`src/rtl/noise_mixer_pkg.sv`:
```
// Shared types and helpers for the noise sound mixer: channel state, default
// envelope geometry and the decay step rule.
package noise_mixer_pkg;

  typedef enum logic [1:0] {IDLE, HOLD, DECAY} env_state_t;

  localparam int ENV_W_DEF       = 8;
  localparam int HOLD_TICKS_DEF  = 64;
  localparam int DECAY_SHIFT_DEF = 4;

  localparam int ENV_FULL  = (1 << ENV_W_DEF) - 1;
  localparam int ENV_HALF  = (1 << (ENV_W_DEF - 1)) - 1;
  localparam int MIX_SHIFT = 16 - (ENV_W_DEF + 2);

  // Proportional decay that never stalls: small envelopes still step by one.
  function automatic int unsigned decay_step(input int unsigned env, input int unsigned shift);
    int unsigned s;
    s = env >> shift;
    return (s == 0) ? 1 : s;
  endfunction

endpackage

```
`src/rtl/noise_env_channel.sv`:
```
// One envelope channel: IDLE/HOLD/DECAY envelope, hold counter and noise tap
// capture, producing a signed +/-env contribution.
module noise_env_channel
  import noise_mixer_pkg::*;
#(
  parameter int ENV_W       = ENV_W_DEF,
  parameter int HOLD_TICKS  = HOLD_TICKS_DEF,
  parameter int DECAY_SHIFT = DECAY_SHIFT_DEF
) (
  input  logic               i_clk,
  input  logic               i_rst_n,
  input  logic               i_tick,
  input  logic               i_trig,
  input  logic               i_loud,
  input  logic               i_noise,
  output logic signed [ENV_W:0] o_contrib,
  output env_state_t         o_state
);

  localparam int HC_W = $clog2(HOLD_TICKS + 1);
  localparam logic [ENV_W-1:0] L_FULL = {ENV_W{1'b1}};
  localparam logic [ENV_W-1:0] L_HALF = {1'b0, {(ENV_W-1){1'b1}}};

  env_state_t       r_state, w_state_nxt;
  logic [ENV_W-1:0] r_env, w_env_nxt, w_step;
  logic [HC_W-1:0]  r_hold, w_hold_nxt;
  logic             r_noise;

  assign w_step = ENV_W'(decay_step(32'(r_env), DECAY_SHIFT));

  // A trigger takes priority over a coincident tick; the tick is dropped.
  always_comb begin
    w_state_nxt = r_state;
    w_env_nxt   = r_env;
    w_hold_nxt  = r_hold;
    if (i_trig) begin
      w_env_nxt   = i_loud ? L_FULL : L_HALF;
      w_hold_nxt  = HC_W'(HOLD_TICKS);
      w_state_nxt = HOLD;
    end else if (i_tick) begin
      case (r_state)
        HOLD: begin
          if (r_hold <= HC_W'(1)) begin
            w_hold_nxt  = '0;
            w_state_nxt = DECAY;
          end else begin
            w_hold_nxt = r_hold - HC_W'(1);
          end
        end
        DECAY: begin
          if (r_env <= w_step) begin
            w_env_nxt   = '0;
            w_state_nxt = IDLE;
          end else begin
            w_env_nxt = r_env - w_step;
          end
        end
        default: ;
      endcase
    end
  end

  always_ff @(posedge i_clk or negedge i_rst_n) begin
    if (!i_rst_n) begin
      r_state <= IDLE;
      r_env   <= '0;
      r_hold  <= '0;
      r_noise <= 1'b0;
    end else begin
      r_state <= w_state_nxt;
      r_env   <= w_env_nxt;
      r_hold  <= w_hold_nxt;
      if (i_tick) r_noise <= i_noise;
    end
  end

  assign o_contrib = r_noise ? $signed({1'b0, r_env}) : -$signed({1'b0, r_env});
  assign o_state   = r_state;

endmodule

```
`src/rtl/noise_sound_mixer.sv`:
```
// Two-channel noise envelope mixer feeding a valid/ready PCM sample stream.
// Define NOISE_MIXER_LPF_EN to insert a one-pole low-pass before the output.
module noise_sound_mixer
  import noise_mixer_pkg::*;
#(
  parameter int ENV_W       = ENV_W_DEF,
  parameter int HOLD_TICKS  = HOLD_TICKS_DEF,
  parameter int DECAY_SHIFT = DECAY_SHIFT_DEF
) (
  input  logic               clk,
  input  logic               rst_n,
  input  logic               clk_6KHz_en,
  input  logic               noise_a,
  input  logic               noise_b,
  input  logic               trig_a,
  input  logic               trig_b,
  input  logic               loud,
  input  logic               mute,
  output logic signed [15:0] sample_out,
  output logic               sample_valid,
  input  logic               sample_ready,
  output logic               overrun,
  output logic               active
);

  localparam int L_MIX_SHIFT = 16 - (ENV_W + 2);

  logic signed [ENV_W:0]   w_ca, w_cb;
  env_state_t              w_sa, w_sb;
  logic signed [ENV_W+1:0] w_sum;
  logic signed [15:0]      w_mix, w_filt, w_out;
  logic signed [15:0]      r_sample;
  logic                    r_valid, r_ovr, r_load;

  noise_env_channel #(.ENV_W(ENV_W), .HOLD_TICKS(HOLD_TICKS), .DECAY_SHIFT(DECAY_SHIFT)) u_chan_a (
    .i_clk(clk), .i_rst_n(rst_n), .i_tick(clk_6KHz_en), .i_trig(trig_a),
    .i_loud(loud), .i_noise(noise_a), .o_contrib(w_ca), .o_state(w_sa)
  );

  noise_env_channel #(.ENV_W(ENV_W), .HOLD_TICKS(HOLD_TICKS), .DECAY_SHIFT(DECAY_SHIFT)) u_chan_b (
    .i_clk(clk), .i_rst_n(rst_n), .i_tick(clk_6KHz_en), .i_trig(trig_b),
    .i_loud(loud), .i_noise(noise_b), .o_contrib(w_cb), .o_state(w_sb)
  );

  // Two +/-(2^ENV_W-1) terms fit in ENV_W+2 bits, so no saturation.
  assign w_sum = $signed({w_ca[ENV_W], w_ca}) + $signed({w_cb[ENV_W], w_cb});
  assign w_mix = {w_sum, {L_MIX_SHIFT{1'b0}}};

`ifdef NOISE_MIXER_LPF_EN
  logic signed [19:0] r_acc, w_acc_nxt;

  assign w_acc_nxt = r_acc + 20'(w_mix) - (r_acc >>> 3);
  assign w_filt    = w_acc_nxt[18:3];

  always_ff @(posedge clk or negedge rst_n) begin
    if (!rst_n)      r_acc <= '0;
    else if (r_load) r_acc <= w_acc_nxt;
  end
`else
  assign w_filt = w_mix;
`endif

  assign w_out = mute ? 16'sd0 : w_filt;

  // Load lands one cycle after the tick so it sees the post-tick envelope.
  always_ff @(posedge clk or negedge rst_n) begin
    if (!rst_n) begin
      r_load   <= 1'b0;
      r_sample <= '0;
      r_valid  <= 1'b0;
      r_ovr    <= 1'b0;
    end else begin
      r_load <= clk_6KHz_en;
      if (r_load) begin
        r_sample <= w_out;
        r_valid  <= 1'b1;
        if (r_valid && !sample_ready) r_ovr <= 1'b1;
      end else if (r_valid && sample_ready) begin
        r_valid <= 1'b0;
      end
    end
  end

  assign sample_out   = r_sample;
  assign sample_valid = r_valid;
  assign overrun      = r_ovr;
  assign active       = (w_sa != IDLE) || (w_sb != IDLE);

endmodule

```
`config.mk`:
```
export PLATFORM = sky130hd
export DESIGN_NAME = noise_sound_mixer
export DESIGN_NICKNAME = d
export VERILOG_FILES = /design/src/rtl/noise_mixer_pkg.sv /design/src/rtl/noise_env_channel.sv /design/src/rtl/noise_sound_mixer.sv
export SDC_FILE = /design/constraint.sdc
export NUM_CORES = 1
export LEC_CHECK = 0
export CORE_UTILIZATION = 50
export CTS_BUF_LIST = sky130_fd_sc_hd__clkbuf_4
export DETAILED_ROUTE_END_ITERATION = 12
export GPL_ROUTABILITY_DRIVEN = 1
export MAX_ROUTING_LAYER = met4
export PLACE_DENSITY_LB_ADDON = 0.2
export SLEW_MARGIN = 5
export SYNTH_ARGS = -nofsm -noshare
export SYNTH_HDL_FRONTEND = slang
export SYNTH_SLANG_ARGS = --single-unit
```
`constraint.sdc`:
```
create_clock -name clk -period 7.6 [get_ports clk]
set_input_delay 1.52 -clock clk [delete_from_list [all_inputs] [get_ports clk]]
set_output_delay 1.52 -clock clk [all_outputs]
set_load 0.02 [all_outputs]
```
==> results.md <==
- Setup violations, final: 0
- Critical path class: input pin to flop
- Area contributors post-synth: dfrtp_1, ha_1, a21oi_1, nor2_1, xor2_1
- Post-synthesis sequential area ratio: 36.1%
- CP peak stage delay: 0.98 ns
- Worst path most repeated cell: a21oi_1
- Total CTS buffers: 5
- Startpoint types: input pin
- Clock transition at the registers of the reported paths: 0.15 ns
- Vias in the first global route: 2642
- WP depth: 5
- Status: finished with violations
- Layout cells sized above 1: 7.35%
- Synth top area share: 36.1%
- Max Root-Sink Buffers: 2
- Largest fanout on the critical path: 21
- Max cap viols: 0
- Yosys warnings: 0
- Grt total ovfl: 0
- RSZ-0062 raised after global routing: no
- WP buf/inv: 1
- Vias per inst: 5.93
- Max Slew Vio Count: 0
- Critical path's top delay family: buffers and inverters
- Area leader, netlist: dfrtp_1
- Chip width: 84.4 um
- Syn Inst Count: 363
- DP Area: 0.00362 sq mm
- Asr flop ratio synth: 100%
- Clock latency at the later pin of the worst-skew pair: 0.37 ns
- EDFF count, synth: 0
- All-Layer GR Usage: 21.6%
- Crit share post-route: 44.7%
- Worst slew pin tran: 0.877 ns
- Post-Route WL: 6800 um
- Distinct cells, synth: 63
- Antenna Cells: 0
- Final GP Congestion: 0.821
- Synth Area per Inst: 9.34 sq um
- Synth Register Bits: 49
- Slew HR: 41.5%
- Final Non-Filler Cells: 458
- Final min period: 3.40 ns
- Most frequent cells after synthesis: dfrtp_1, nor2_1, a21oi_1
- Setup TNS: 0 ns
- Placed Cells: 450
- CP required: 7.86 ns
- Hold_buf cts: 0
- Leak Pwr: 1.52 nW
- Design Area, Final: 0.00368 sq mm
- Die area: 0.00712 sq mm
- Initial core utilization: 52.5%
- Final HPWL DP: 4930 um
- Layout fillers: 598
- Port Buffers: 22
- Rows: 29
- Crit path to: u_chan_b.r_env[5]
- Worst Clk Skew: 0.0103 ns
- Antenna viol nets, final: 0
- Clock Sinks: 49
- Largest net degree at the start of global routing: 50
- CP endpoint kind: flop
- VDD IR max: 0.113 mV
- CP max-delay cell: clkdlybuf4s50_1
- Mapped Area: 0.00339 sq mm
- R2R setup slack: 4.59 ns
- Critical Path Start: trig_b
- Resized cells post-CTS: 0
- Core area: 0.00646 sq mm
- Post-CTS Repair Setup Buffers: 0
- Critical Path AT: 3.66 ns
- Vias: 2718
- Count leader, synth: dfrtp_1
- Area grow syn2layout: 8.63%
- Root buf cell: clkbuf_4
- Hold Crit Class: flop to flop
- Final Hold Fails: 0
- CTS tree: yes
- Crit path cell chain: clkdlybuf4s50_1 -> a21oi_1 -> or4_1 -> a21oi_1 -> o31ai_1
- Die Ht: 84.4 um
- Final nets: 416
- PD cells: 260 mW/mm^2
- # IOs: 29
- Drt pass-1 iters: 11
- H-tree Lvls: 2
- Top_reg_cell synth: dfrtp_1
- Worst r2r path cells: 12
- Post-DR wirelength/cell: 14.8 um
- FMAX: 294 MHz
- Initial DRC count: 103
- Failing checks: DRC
- Antenna violations before repair: 0
- Worst r2r dst: u_chan_a.r_env[6]
- Post-route DRC: 2
- Worst r2r src: u_chan_a.r_env[5]
- First-pass GRT wire length: 12100 um
## cells by family after synthesis
group	synth area share [%]
muxes	1.92
adders and majority gates	10.3
xor gates and xnor gates	4.91
and+or+nand+nor	17.1
DFF	36.1
AOI/OAI and AO/OA	23.9
other	0.111
buffers and inverters	5.64
## worst reg2reg max path, delay by kind of cell, from the launching register on
family                   cells  cell delay (ns)
AO/OA/AOI/OAI                4             0.82
adder cells (fa/ha/maj)      2             0.57
buffers and inverters        2             0.13
flip-flops                   1             0.49
AND/OR/NAND/NOR              4             0.92
## metrics by stage
stage	hold slack [ns]	worst slack, ns	total power [mW]	util, %
finish	0.494	4.20	0.957	57.1
global route	0.518	3.95	1.04	57.1
CTS	0.504	4.24	0.962	57.1
detailed placement	0.468	3.82	0.831	56.1
global placement	0.451	3.86	0.819	56.1
floorplan	0.466	4.86	0.712	-
## placed cells by master, fill, tap and decap left out, types with 6 or more instances in the layout
cell type and n:
dfrtp_1 49, clkdlybuf4s50_1 21, nor2b_1 6, ha_1 23, o41ai_1 6, nand2b_1 6, conb_1 6, nand3b_1 7
o21ai_0 15, o31ai_1 12, xnor2_1 8, a21o_1 8, nor2_1 34, xor2_1 11, nand2_1 15, a21oi_1 30
nor3_1 10, inv_1 23
## final cells by class
class                           instances  area [sq um]  area share (%)
Timing Repair Buffer                   23           223            6.04
Clock buffer                            5          37.5            1.02
Clock inverter                          3          22.5           0.611
Multi-Input combinational cell        278          1990            54.1
Inverter                               23          86.3            2.34
Tap cell                               77          96.3            2.61
Sequential cell                        49          1230            33.3
## sequential cells by signal, indices dropped and copies added (netlist names)
| name | count |
|---|---|
| sample_out | 10 |
| u_chan_a.r_env | 8 |
| u_chan_b.r_env | 8 |
| u_chan_a.r_hold | 7 |
| u_chan_b.r_hold | 7 |
| u_chan_a.o_state | 2 |
| u_chan_b.o_state | 2 |
| overrun | 1 |
| r_load | 1 |
| sample_valid | 1 |
| u_chan_a.r_noise | 1 |
| u_chan_b.r_noise | 1 |
## worst min path at each step
stage / from / to / slack [ns] / cells past startpoint
after detailed placement: sample_out[11] / sample_out[11] / 0.47 / 2
after global routing: sample_out[14] / sample_out[14] / 0.52 / 1
after floorplan: u_chan_a.r_hold[5] / u_chan_a.r_hold[5] / 0.47 / 1
after CTS: sample_out[11] / sample_out[11] / 0.50 / 2
after global placement: overrun / overrun / 0.45 / 1
final: overrun / overrun / 0.49 / 1
## layer usage
layer | vias to the layer above | track usage, % | part of all wire, %
met5 | - | - | 0
met4 | 0 | 7.40 | 1.7
met3 | 10 | 3.15 | 3.0
met2 | 53 | 36.0 | 47
met1 | 1304 | 27.1 | 48
li1 | 1351 | - | -
## where the power goes
part | internal (mW) | switching, mW
sequential | 0.314 | 0.0626
clock | 0.0359 | 0.0922
combinational | 0.205 | 0.247
total | 0.555 | 0.402
No activity file was read; power rests on OpenSTA's default activity.
